**src/rtl/wb_daq_dma_scheduler.sv**
```systemverilog
// Round-robin N-channel DAQ scheduler writing each channel into its own circular buffer via Wishbone classic single writes.
// Optional `WB_DAQ_DMA_RETRY_EN: reissue on rty up to RETRY_MAX times before flagging an error (default build treats rty as err).
module wb_daq_dma_scheduler #(
  parameter int NUM_CH    = 4,
  parameter int DW        = 32,
  parameter int AW        = 32,
  parameter int LEN_W     = 16,
  parameter int RETRY_MAX = 3
) (
  input  logic                    wb_clk,
  input  logic                    wb_rst_n,
  input  logic [NUM_CH-1:0]       ch_enable_i,
  input  logic [NUM_CH-1:0]       ch_valid_i,
  input  logic [NUM_CH*DW-1:0]    ch_data_i,
  output logic [NUM_CH-1:0]       ch_ready_o,
  input  logic [NUM_CH*AW-1:0]    ch_base_i,
  input  logic [NUM_CH*LEN_W-1:0] ch_len_i,
  output logic [AW-1:0]           wb_adr_o,
  output logic [DW-1:0]           wb_dat_o,
  output logic [DW/8-1:0]         wb_sel_o,
  output logic                    wb_we_o,
  output logic                    wb_cyc_o,
  output logic                    wb_stb_o,
  output logic [2:0]              wb_cti_o,
  output logic [1:0]              wb_bte_o,
  input  logic                    wb_ack_i,
  input  logic                    wb_err_i,
  input  logic                    wb_rty_i,
  output logic [NUM_CH-1:0]       grant_o,
  output logic [NUM_CH-1:0]       wrap_o,
  output logic [NUM_CH-1:0]       err_o,
  input  logic [NUM_CH-1:0]       err_clr_i,
  output logic                    busy_o
);

  localparam int CW  = $clog2(NUM_CH);
  localparam int BPW = DW / 8;

  if (NUM_CH < 2 || NUM_CH > 16 || (DW % 8) != 0 || RETRY_MAX < 1) begin : g_bad_param
    $error("wb_daq_dma_scheduler: unsupported parameter set");
  end

  // state   | meaning
  // S_IDLE  | arbitrate; accept one word from the winning channel
  // S_BUS   | Wishbone write outstanding, waiting for ack/err/rty
  // S_RWAIT | one cyc-low cycle before reissuing a retried write
  localparam logic [1:0] S_IDLE  = 2'd0;
  localparam logic [1:0] S_BUS   = 2'd1;
`ifdef WB_DAQ_DMA_RETRY_EN
  localparam logic [1:0] S_RWAIT = 2'd2;
  localparam int RW = $clog2(RETRY_MAX + 1);
  logic [RW-1:0] r_rty_cnt;
`endif

  logic [1:0]        r_state;
  logic [CW-1:0]     r_last;
  logic [CW-1:0]     r_cur;
  logic [NUM_CH-1:0] r_grant;
  logic [NUM_CH-1:0] r_wrap;
  logic [NUM_CH-1:0] r_err;
  logic [DW-1:0]     r_data;
  logic [AW-1:0]     r_adr;
  logic [LEN_W-1:0]  r_xoff;
  logic [LEN_W-1:0]  r_offset [NUM_CH];

  logic [NUM_CH-1:0] w_elig;
  logic [AW-1:0]     w_base [NUM_CH];
  logic [DW-1:0]     w_data [NUM_CH];
  logic [LEN_W-1:0]  w_len  [NUM_CH];
  logic              w_found;
  logic [CW-1:0]     w_pick;
  int                w_idx;
  logic              w_start;
  logic              w_in_bus;
  logic [LEN_W:0]    w_off_inc;
  logic              w_wrap_hit;
  logic [LEN_W-1:0]  w_next_off;
  logic              w_rty_fatal;
  logic [NUM_CH-1:0] w_err_set;

  function automatic logic [NUM_CH-1:0] f_onehot(input logic [CW-1:0] idx);
    f_onehot      = '0;
    f_onehot[idx] = 1'b1;
  endfunction

  always_comb begin
    for (int c = 0; c < NUM_CH; c++) begin
      w_base[c] = ch_base_i[c*AW +: AW];
      w_data[c] = ch_data_i[c*DW +: DW];
      w_len[c]  = ch_len_i[c*LEN_W +: LEN_W];
      w_elig[c] = ch_enable_i[c] & ch_valid_i[c] & (w_len[c] != '0);
    end
  end

  // first eligible channel after the previous winner, modulo NUM_CH
  always_comb begin
    w_found = 1'b0;
    w_pick  = '0;
    w_idx   = 0;
    for (int i = 0; i < NUM_CH; i++) begin
      w_idx = int'(r_last) + 1 + i;
      if (w_idx >= NUM_CH) w_idx = w_idx - NUM_CH;
      if (!w_found && w_elig[w_idx[CW-1:0]]) begin
        w_found = 1'b1;
        w_pick  = w_idx[CW-1:0];
      end
    end
  end

  assign w_start  = wb_rst_n && (r_state == S_IDLE) && w_found;
  assign w_in_bus = (r_state == S_BUS);

  // a shrunken length leaves offset >= len, which also wraps here
  assign w_off_inc  = {1'b0, r_xoff} + {{LEN_W{1'b0}}, 1'b1};
  assign w_wrap_hit = (w_off_inc >= {1'b0, w_len[r_cur]});
  assign w_next_off = w_wrap_hit ? '0 : w_off_inc[LEN_W-1:0];

`ifdef WB_DAQ_DMA_RETRY_EN
  assign w_rty_fatal = (r_rty_cnt == RW'(RETRY_MAX));
`else
  assign w_rty_fatal = 1'b1;
`endif

  always_comb begin
    w_err_set = '0;
    if (w_in_bus && !wb_ack_i && (wb_err_i || (wb_rty_i && w_rty_fatal)))
      w_err_set = f_onehot(r_cur);
  end

  always_ff @(posedge wb_clk or negedge wb_rst_n) begin
    if (!wb_rst_n) begin
      r_state <= S_IDLE;
      r_last  <= CW'(NUM_CH - 1);
      r_cur   <= '0;
      r_grant <= '0;
      r_wrap  <= '0;
      r_err   <= '0;
      r_data  <= '0;
      r_adr   <= '0;
      r_xoff  <= '0;
      for (int c = 0; c < NUM_CH; c++) r_offset[c] <= '0;
`ifdef WB_DAQ_DMA_RETRY_EN
      r_rty_cnt <= '0;
`endif
    end else begin
      r_wrap <= '0;
      r_err  <= (r_err & ~err_clr_i) | w_err_set;
      case (r_state)
        S_IDLE: begin
          if (w_start) begin
            r_cur   <= w_pick;
            r_last  <= w_pick;
            r_grant <= f_onehot(w_pick);
            r_data  <= w_data[w_pick];
            r_adr   <= w_base[w_pick] + AW'(r_offset[w_pick]) * AW'(BPW);
            r_xoff  <= r_offset[w_pick];
            r_state <= S_BUS;
`ifdef WB_DAQ_DMA_RETRY_EN
            r_rty_cnt <= '0;
`endif
          end
        end
        S_BUS: begin
          if (wb_ack_i) begin
            r_offset[r_cur] <= w_next_off;
            r_wrap          <= w_wrap_hit ? f_onehot(r_cur) : '0;
            r_grant         <= '0;
            r_state         <= S_IDLE;
          end else if (wb_err_i) begin
            r_grant <= '0;
            r_state <= S_IDLE;
          end else if (wb_rty_i) begin
`ifdef WB_DAQ_DMA_RETRY_EN
            if (w_rty_fatal) begin
              r_grant <= '0;
              r_state <= S_IDLE;
            end else begin
              r_rty_cnt <= r_rty_cnt + RW'(1);
              r_state   <= S_RWAIT;
            end
`else
            r_grant <= '0;
            r_state <= S_IDLE;
`endif
          end
        end
`ifdef WB_DAQ_DMA_RETRY_EN
        S_RWAIT: r_state <= S_BUS;
`endif
        default: r_state <= S_IDLE;
      endcase
      // disabled channels restart at their base; an in-flight write still completes
      for (int c = 0; c < NUM_CH; c++) begin
        if (!ch_enable_i[c]) r_offset[c] <= '0;
      end
    end
  end

  assign ch_ready_o = w_start ? f_onehot(w_pick) : '0;
  assign wb_cyc_o   = w_in_bus;
  assign wb_stb_o   = w_in_bus;
  assign wb_we_o    = w_in_bus;
  assign wb_adr_o   = w_in_bus ? r_adr : '0;
  assign wb_dat_o   = w_in_bus ? r_data : '0;
  assign wb_sel_o   = {BPW{w_in_bus}};
  assign wb_cti_o   = 3'b000;
  assign wb_bte_o   = 2'b00;
  assign grant_o    = r_grant;
  assign wrap_o     = r_wrap;
  assign err_o      = r_err;
  assign busy_o     = (r_state != S_IDLE);

endmodule

```
**config.mk**
```make
export PLATFORM = sky130hd
export DESIGN_NAME = wb_daq_dma_scheduler
export DESIGN_NICKNAME = d
export VERILOG_FILES = /design/src/rtl/wb_daq_dma_scheduler.sv
export SDC_FILE = /design/constraint.sdc
export NUM_CORES = 1
export LEC_CHECK = 0
export ABC_AREA = 1
export CAP_MARGIN = 10
export CORE_MARGIN = 5
export CORE_UTILIZATION = 40
export CTS_CLUSTER_DIAMETER = 30
export DETAILED_ROUTE_END_ITERATION = 6
export DONT_BUFFER_PORTS = 1
export SLEW_MARGIN = 20
export SYNTH_ARGS = -nofsm -noshare
export SYNTH_HDL_FRONTEND = slang
export SYNTH_SLANG_ARGS = --single-unit
```
**constraint.sdc**
```tcl
create_clock -name wb_clk -period 5.4 [get_ports wb_clk]
set_input_delay 0.54 -clock wb_clk [delete_from_list [all_inputs] [get_ports wb_clk]]
set_output_delay 0.54 -clock wb_clk [all_outputs]
set_load 0.005 [all_outputs]
```
Word-level counts from Yosys, hierarchy flattened --
Cells that the tools add are included. Widths: inputs -> output; s select.
Storage, ports and cells: word-level logic and storage cells 155, memories 0, bits in read-only memories 0, flip-flop bits (word level) 162, RAM bits 0, output and inout bits 93, input bits 337, latch bits 0
Cells by class: magnitude comparators 16, bitwise gates (word level) 13, add/sub/neg operators 10, equal/unequal tests 11, shifts and indexed selects 0, multiplexer cells 63, multipliers 0, div/mod/pow operators 0, reductions and logical operators 29
Operators with widths (number):
- $mux 32 | 6
- $mux 16 | 10
- $bmux 32 s2 | 2
- $mux 64 | 2
- $bmux 16 s2 | 2
- $bwmux 64 | 1
- $reduce_bool 16->1 | 4
- $mux 4 | 9
- $add 32x18->32 | 1
- $demux 16 s2 | 1
- $mux 2 | 12
- $lt 2x3->1 const B | 6
- $add 16x1->17 const B | 1
- $ge 17x16->1 | 1
- $ne 2x1->1 const B | 8
- $ge 4x3->1 const B | 3
- $reduce_and 2->1 | 6
- $logic_and 1x1->1 | 10
- $mux 1 | 10
- $ge 3x3->1 const B | 3
- $add 3x2->4 const B | 2
- $and 1x1->1 | 8
- $bmux 1 s2 | 4
- $pmux 4 s2 | 1
- other kinds (19) | 29

Longest topological paths before layout --
Gate-level depths: netlist of run 1.
depth after elaboration 21, gate-level depth with buffers 40, depth with buffers taken out 38

Worst setup path after synthesis of run 1 --
Ideal clock, no wire load.
path type input to register, start input port ch_len_i[10], end register r_adr[29], required time 5283 ps, setup time 117 ps, cell stages on the path 38, arrival time 4425 ps, slack 858 ps, buffers on the path 3, path through nor2_1 > nand2_1 > nor2_1 > nand2_1 > nand3_1 > nand3_1 > nand2_2 > nand3_1 > nor2_1 > inv_2 > nand2_8 > inv_6 > nand2_4 > buf_6 > clkbuf_1 > clkbuf_1 > o22ai_1 > nor2_1 > [... 2 more ...] > inv_1 > a31oi_1 > nor2_1 > nor2_1 > o21bai_1 > nand2_1 > o21ai_0 > inv_1 > o21ai_0 > nand2_1 > nand2_2 > nand3_1 > nand2_1 > nand2_1 > nand2_1 > nand3_1 > nand3_1 > nand2_1
On the way: longest elaborated chain between the ends 19, elaborated cells on any way between the ends 34, classes of those cells add/sub: 1; mux: 22; bitwise: 2; reduce/logical: 9
RTL lines:
- start, declared | line 17 | input logic [NUM_CH*LEN_W-1:0] ch_len_i,
- $reduce_bool 16->1 * | line 91 | w_elig[c] = ch_enable_i[c] & ch_valid_i[c] & (w_len[c] != '0);
- $and 1x1->1 * | line 91
- $bmux 1 s2 | line 103 | if (!w_found && w_elig[w_idx[CW-1:0]]) begin
- $mux 1 (implied by the code) | line 103
- $mux 1 | line 103
- $logic_not 1->1 | line 103
- $logic_and 1x1->1 | line 103
- $mux 1 | line 103
- [... 2 more ...]
- $mux 1 | line 103
- $logic_not 1->1 | line 103
- $logic_and 1x1->1 | line 103
- $mux 2 | line 103
- $not 2->3 (implied by the code) | line 155 | r_adr <= w_base[w_pick] + AW'(r_offset[w_pick]) * AW'(BPW);
- $bmux 32 s2 / $bmux 16 s2 (equally long branches) | line 155
- $mux 32 (implied by the code) / $mux 16 (equally long branches) (2 in a row) | line 155
- $add 32x18->32 | line 155
- end signal, assigned | line 155
- end, declared | line 62 | logic [AW-1:0] r_adr;
Every way passes the cells marked *; elsewhere a longest branch is shown, timed or not. The select of a mux whose other input is x is not followed. A chain may end at the register's enable or synchronous reset.

Worst setup path after layout of run 1 --
start register r_last[0], end register r_adr[29]
On the way: longest elaborated chain between the ends 20, elaborated cells on any way between the ends 48, classes of those cells add/sub: 9; order compare: 4; mux: 26; bitwise: 1; reduce/logical: 8
RTL lines:
- start, declared | line 56 | logic [CW-1:0] r_last;
- start signal, assigned | line 133 | r_last <= CW'(NUM_CH - 1);
- start signal, assigned | line 152 | r_last <= w_pick;
- $add 2x1->3 * | line 101 | w_idx = int'(r_last) + 1 + i;
- parallel branches: the longest is 19 deep, another holds $add 3x1->4
Every way passes the cells marked *. The select of a mux whose other input is x is not followed.

==> run summary, run 1 <==
outcome: completed
Max Fclk: 0.2095 GHz
DR vias: 10,780
DRT iter0 DRCs: 804
Max clock buf depth: 2
Mapped Cells: 1,557
Worst Skew: 0.01240 ns
GRT Resource Usage Total: 0.2500
sequential area share after synthesis: 0.3604
Mapped Area: 0.01119 mm2
P_int: 3.851 mW
dpl cells: 1,871
Logic pwr share: 0.645
per-cell routed wire length: 21.42 um
Synth Area in Simple Gates: 0.2632
unrepaired setup endpoints after global routing: no
ys async rst share: 1.000
commonest non-fill, non-tap cell in the layout: nand2_1
CP Buf/Inv Count: 5
number of distinct library cells after synthesis: 56
Yosys top cell area share: 0.3557
RePlAce Congestion: 0.9057
mux cell area share after synthesis: 0
I/O Pins: 430
Top FF cell, synth: dfrtp_1
Final min period: 4.773 ns
max-cap violations: 0
flops & latches, synth: 161
Routed Antenna Nets: 0
final count of hold timing violations: 0
via/cell ratio: 5.651
H-tree levels: 4
mean post-synth cell area: 7.184 um2
most frequent cells in the layout: nand2_1 (385), inv_1 (222), dfrtp_1 (158)
Crit Reg-Reg Startpoint: r_last[0]
vias in the first global route: 10,670
worst min path class: primary input to async pin
Setup violations, final: 0
Worst-Margin Slew: 1.019 ns
Post-Synth Adder-Cell Area: 0.03758
leak pwr: 5.826 nW
clock sinks: 161
Slew headroom: 0.3208
detailed placer's ending HPWL: 30.78 mm
Final period util: 0.8840
antenna violations before repair: 4
die height: 177.2 um
largest net degree at the start of global routing: 162
Area contributors post-synth: dfrtp_1 (36%), nand2_1 (13%), inv_1 (7.5%)
flop-to-flop setup slack: 0.63 ns
Die ar.: 0.03141 mm2
sw frac: 0.5444
Reg power frac: 0.201
largest family of logic cells by synthesized area: simple AND/OR/NAND/NOR gates
Worst Path Required: 5.72 ns
Top delay family on crit path: simple AND/OR/NAND/NOR gates
Net Sw Power: 4.601 mW
Post-synth EDFFs: 0
Crit path arrival time: 5.10 ns
CP max FO: 15
Worst-path clk slew: 0.08 ns
PD cells: 700.5 mW/mm2
synthesis-to-layout area growth: 7.863%
Non-Filler Instances: 1,908
Initial Utilization: 0.4037
Compound-Gate Fraction of Synth Area: 0.2026
cell taking the most area after synthesis: dfrtp_1
max incr delay on CP: 0.67 ns
global-route wire length before repair: 60.66 mm
Setup crit start kind: register
crit path from: r_last[0]
CTS Root Cell: clkbuf_16
Slowest-stage cell, CP: dfstp_2
core region area: 0.02771 mm2
total CTS buffers: 17
total routed wirelength: 40.86 mm
CP Class: register to register
# port buffers: 0
Slew Viols, Final: 0
layout cells sized above 1: 0.07864
Post-Synth XOR/XNOR Area: 0.01801
CP most frequent cell: nand2_1
Die Wd: 177.2 um
Nets: 1,883
CTS tree: done
first drt pass iteration count: 6
clock group share of total power: 0.154
DR DRC count: 0
Yosys Warn Count: 0
crit path capture type: register
global route overflow: 0
Peak VDD IR: 341.0 uV
Worst-Skew Late Latency: 0.44 ns
num rows: 61
setup TNS: 0 ns
power by group through the flow:
stage	clock network [mW]	registers [mW]	logic [mW]
finish	1.30	1.70	5.45
global route	1.38	1.73	6.04
CTS	1.33	1.69	5.47
detailed placement	0	1.72	5.42
global placement	0	1.71	5.36
floorplan	0	1.66	4.02
worst register-to-register path: cells and delay by family, from the launching register on:
| kind | cells | cell delay (ns) |
|---|---|---|
| DFF | 1 | 0.67 |
| buffers and inverters | 5 | 0.43 |
| and+or+nand+nor | 20 | 2.11 |
| AOI/OAI and AO/OA | 7 | 1.05 |
| adders and majority gates | 1 | 0.40 |
kinds of logic after synthesis:
family                   count (synthesis)
AO/OA/AOI/OAI                          339
flip-flops                             161
buffers and inverters                  322
adder cells (fa/ha/maj)                 33
XOR/XNOR                                23
AND/OR/NAND/NOR                        678
other                                    1
metal layers:
layer  wire [um]  GRT usage  up-vias
met5           0          0        -
met4        1071    0.08672        0
met3        2758    0.03909       57
met2       20250     0.4323      475
met1       16780     0.3185     5127
li1            -          -     5123
path summary, 6_finish.rpt:
| kind | endpoint | depth (start not counted) |
|---|---|---|
| max | r_adr[29] | 33 |
| min | r_data[23] | 1 |
| max reg2reg | r_adr[29] | 33 |
| min reg2reg | r_adr[17] | 2 |
| max in group asynchronous | r_state[0] | 1 |
| min in group wb_clk | err_o[3] | 1 |
what timing repair did:
action | CTS | global route
resized for setup | 0 | 3
setup endpoints to repair | 0 | 10
hold buffers | 1 | 0
hold endpoints to repair | 161 | 0
buffers inserted | 0 | 0
per-stage QoR:
step / instance area, um2 / setup slack [ns] / utilization / power (mW) / hold slack [ns]
2_1_floorplan: 11200 / 0.8577 / - / 5.689 / 0.2444
3_3_place_gp: 11400 / 0.3216 / 0.4115 / 7.069 / 0.2493
3_5_place_dp: 11400 / 0.2827 / 0.4115 / 7.137 / 0.2482
4_1_cts: 12050 / 0.3992 / 0.4348 / 8.489 / 0.1478
5_1_grt: 12070 / 0.03336 / 0.4355 / 9.152 / 0.1698
6_report: 12070 / 0.6266 / 0.4355 / 8.452 / 0.05226
state kept, by name (all words and copies together) (netlist names):
name,flops
err_o,4
grant_o,4
r_adr,32
r_cur,2
r_data,32
r_last,2
r_offset,64
r_state,1
r_xoff,16
wrap_o,4
Yosys cell counts, types with 2 or more instances:
cell type,instances
inv_2,13
a221oi_1,17
xor2_1,18
buf_2,10
dfstp_2,2
a22o_1,15
o221ai_1,14
xnor2_1,5
dfrtp_1,159
o21ai_0,35
a31oi_1,16
nand2_2,15
nand2_8,2
nand2_1,385
nand3_1,57
nor2_4,4
clkbuf_1,47
a21oi_1,29
nand2_4,4
nand4_1,20
o211ai_1,2
buf_6,5
nor3_1,10
nand3_2,5
a22oi_1,57
buf_1,7
nor2_2,8
or2_2,2
buf_4,14
a41oi_1,17
ha_1,32
inv_1,223
o22ai_1,113
nor2_1,152
o21ai_1,16
nand3b_1,5
nor4_1,3
final cells by class:
cell class,count,area [um2]
Clock buffer,18,439.2
Fill cell,2910,15640
Timing Repair Buffer,16,143.9
Tap cell,378,473.0
Sequential cell,161,4033
Multi-Input combinational cell,1078,5881
Antenna cell,4,10.01
Clock inverter,14,180.2
Inverter,239,905.9
No activity file was read; power rests on OpenSTA's default activity.
==> inputs of run 2 (changes only) <==
- CORE_ASPECT_RATIO: unset -> 0.7
- clock period: 5.4 -> 5.85 ns (I/O delays scaled with it)
==> run 2 against run 1 <==
  * Power shrank 8.3%
  * Register-to-register slack improved by 0.09 ns
  * Non-clock buffer count rose by 1
  * Setup slack gained 0.086 ns
  * Final cell count down 0.47%
  * Largest cell class unchanged
  * Largest power group unchanged
  * Highest routed layer is now met5
==> run summary, run 2 (synthesized netlist as in run 1, its figures left out) <==
Routed Antenna Nets: 0
layout cells sized above 1: 0.07859
first drt pass iteration count: 6
largest net degree at the start of global routing: 160
Final min period: 5.138 ns
Net Sw Power: 4.260 mW
vias in the first global route: 10,390
max-cap violations: 0
total routed wirelength: 40.68 mm
most frequent cells in the layout: nand2_1 (385), inv_1 (223), dfrtp_1 (158)
DR vias: 10,930
flop-to-flop setup slack: 0.71 ns
die height: 149.9 um
via/cell ratio: 5.758
Worst Skew: 0.01230 ns
final count of hold timing violations: 0
Top delay family on crit path: simple AND/OR/NAND/NOR gates
max FFs per register: 64
detailed placer's ending HPWL: 30.45 mm
Non-Filler Instances: 1,899
Setup crit start kind: register
leak pwr: 5.803 nW
Reg with most FFs: r_offset
WHS: 0.1061 ns
Slowest-stage cell, CP: dfstp_2
worst min path class: primary input to async pin
largest registers: r_offset (64), r_adr (32), r_data (32)
Crit path arrival time: 5.46 ns
global-route wire length before repair: 60.48 mm
total CTS buffers: 17
setup TNS: 0 ns
DR DRC count: 0
clock group share of total power: 0.144
num rows: 51
CTS tree: done
synthesis-to-layout area growth: 7.416%
PD cells: 645.3 mW/mm2
Final period util: 0.8782
Logic pwr share: 0.653
P_int: 3.494 mW
RePlAce Congestion: 0.9163
Max Fclk: 0.1946 GHz
CP max FO: 9
# port buffers: 0
unrepaired setup endpoints after global routing: no
Critical R2R Capture: r_adr[16]
sw frac: 0.5494
CP Class: register to register
Setup violations, final: 0
storage element area: 0.004033 mm2
GRT Resource Usage Total: 0.2467
post-cts sizing count: 0
global route overflow: 0
Crit Reg-Reg Startpoint: r_last[0]
Worst-path clk slew: 0.07 ns
Slew headroom: 0.2778
Peak VDD IR: 503.9 uV
Max clock buf depth: 2
Worst Path Required: 6.17 ns
dpl cells: 1,864
Die ar.: 0.03146 mm2
Worst-Margin Slew: 1.083 ns
Nets: 1,884
crit path capture type: register
Initial Utilization: 0.4039
Die Wd: 209.9 um
setup bufs post-CTS: 0
clock sinks: 161
Slew Viols, Final: 0
I/O Pins: 430
CP Buf/Inv Count: 5
Reg power frac: 0.203
CTS Root Cell: clkbuf_16
DRT iter0 DRCs: 1,105
max incr delay on CP: 0.67 ns
R2R cell count: 32
core region area: 0.02769 mm2
H-tree levels: 4
area occupied by multi-input gates: 0.005883 mm2
Worst-Skew Late Latency: 0.44 ns
Fillers: 2,812
outcome: completed
Core Util, Final: 0.4339
antenna violations before repair: 2
commonest non-fill, non-tap cell in the layout: nand2_1
per-cell routed wire length: 21.42 um
CP most frequent cell: nand2_1
==> run 2: cell count changes in the layout (fill, tap and decap cells not counted), moves of 2 or more <==
cell,delta
diode_2,-3
clkinvlp_4,+2
clkinv_4,+4
o21ai_0,+2
o21ai_1,-2
inv_8,-4
==> run 2: layout make-up <==
type,count,share of cell area
clock buffers,17,0.03541
flip-flops and latches,161,0.3356
multi-input cells,1078,0.4896
well taps,371,0.03863
inverters,239,0.07539
diodes,1,0.0002083
repair buffers,17,0.01250
clock inverters,15,0.01260
==> run 2: how the worst max path moves through the flow <==
stage                 start  cells past startpoint        end
6_report          r_last[0]                     32  r_adr[16]
5_1_grt           r_last[0]                     33  r_adr[30]
4_1_cts           r_last[0]                     32  r_adr[16]
3_5_place_dp   ch_len_i[52]                     33  r_adr[16]
3_3_place_gp   ch_len_i[36]                     36  r_adr[29]
2_1_floorplan  ch_len_i[10]                     38  r_adr[29]
==> run 2: timing repair <==
action,in CTS,in global routing
hold buffers,2,0
endpoints found under the setup margin,0,0
endpoints found under the hold margin,159,0
==> run 2: worst register-to-register path, delay by kind of cell, from the launching register on <==
kind	cells	cell delay (ns)
buffers and inverters	5	0.53
and+or+nand+nor	19	2.24
DFF	1	0.67
adders and majority gates	2	0.69
AOI/OAI and AO/OA	6	0.89
==> run 2: power groups by stage <==
stage	Sequential, mW	Clock, mW	Combinational (mW)
2_1_floorplan	1.54	0	3.72
3_3_place_gp	1.58	0	4.91
3_5_place_dp	1.59	0	4.99
4_1_cts	1.57	1.14	5.03
5_1_grt	1.61	1.18	5.59
6_report	1.57	1.12	5.06
==> run 2: routing by layer <==
| layer | up-vias | global-route usage | part of all wire | wire, um |
|---|---|---|---|---|
| met5 | - | 0 | 0.00066 | 27 |
| met4 | 4 | 0.05739 | 0.017 | 673 |
| met3 | 55 | 0.06224 | 0.087 | 3529 |
| met2 | 531 | 0.3757 | 0.45 | 18420 |
| met1 | 5229 | 0.3542 | 0.44 | 18030 |
| li1 | 5115 | - | - | - |
==> run 2: per-stage QoR <==
stage | worst slack [ns] | power (mW) | instance area [um2]
after floorplan | 1.263 | 5.251 | 11200
after detailed placement | 0.6181 | 6.573 | 11390
after global placement | 0.7133 | 6.493 | 11390
final | 0.7124 | 7.753 | 12020
after CTS | 0.7585 | 7.736 | 12010
after global routing | 0.2671 | 8.378 | 12010
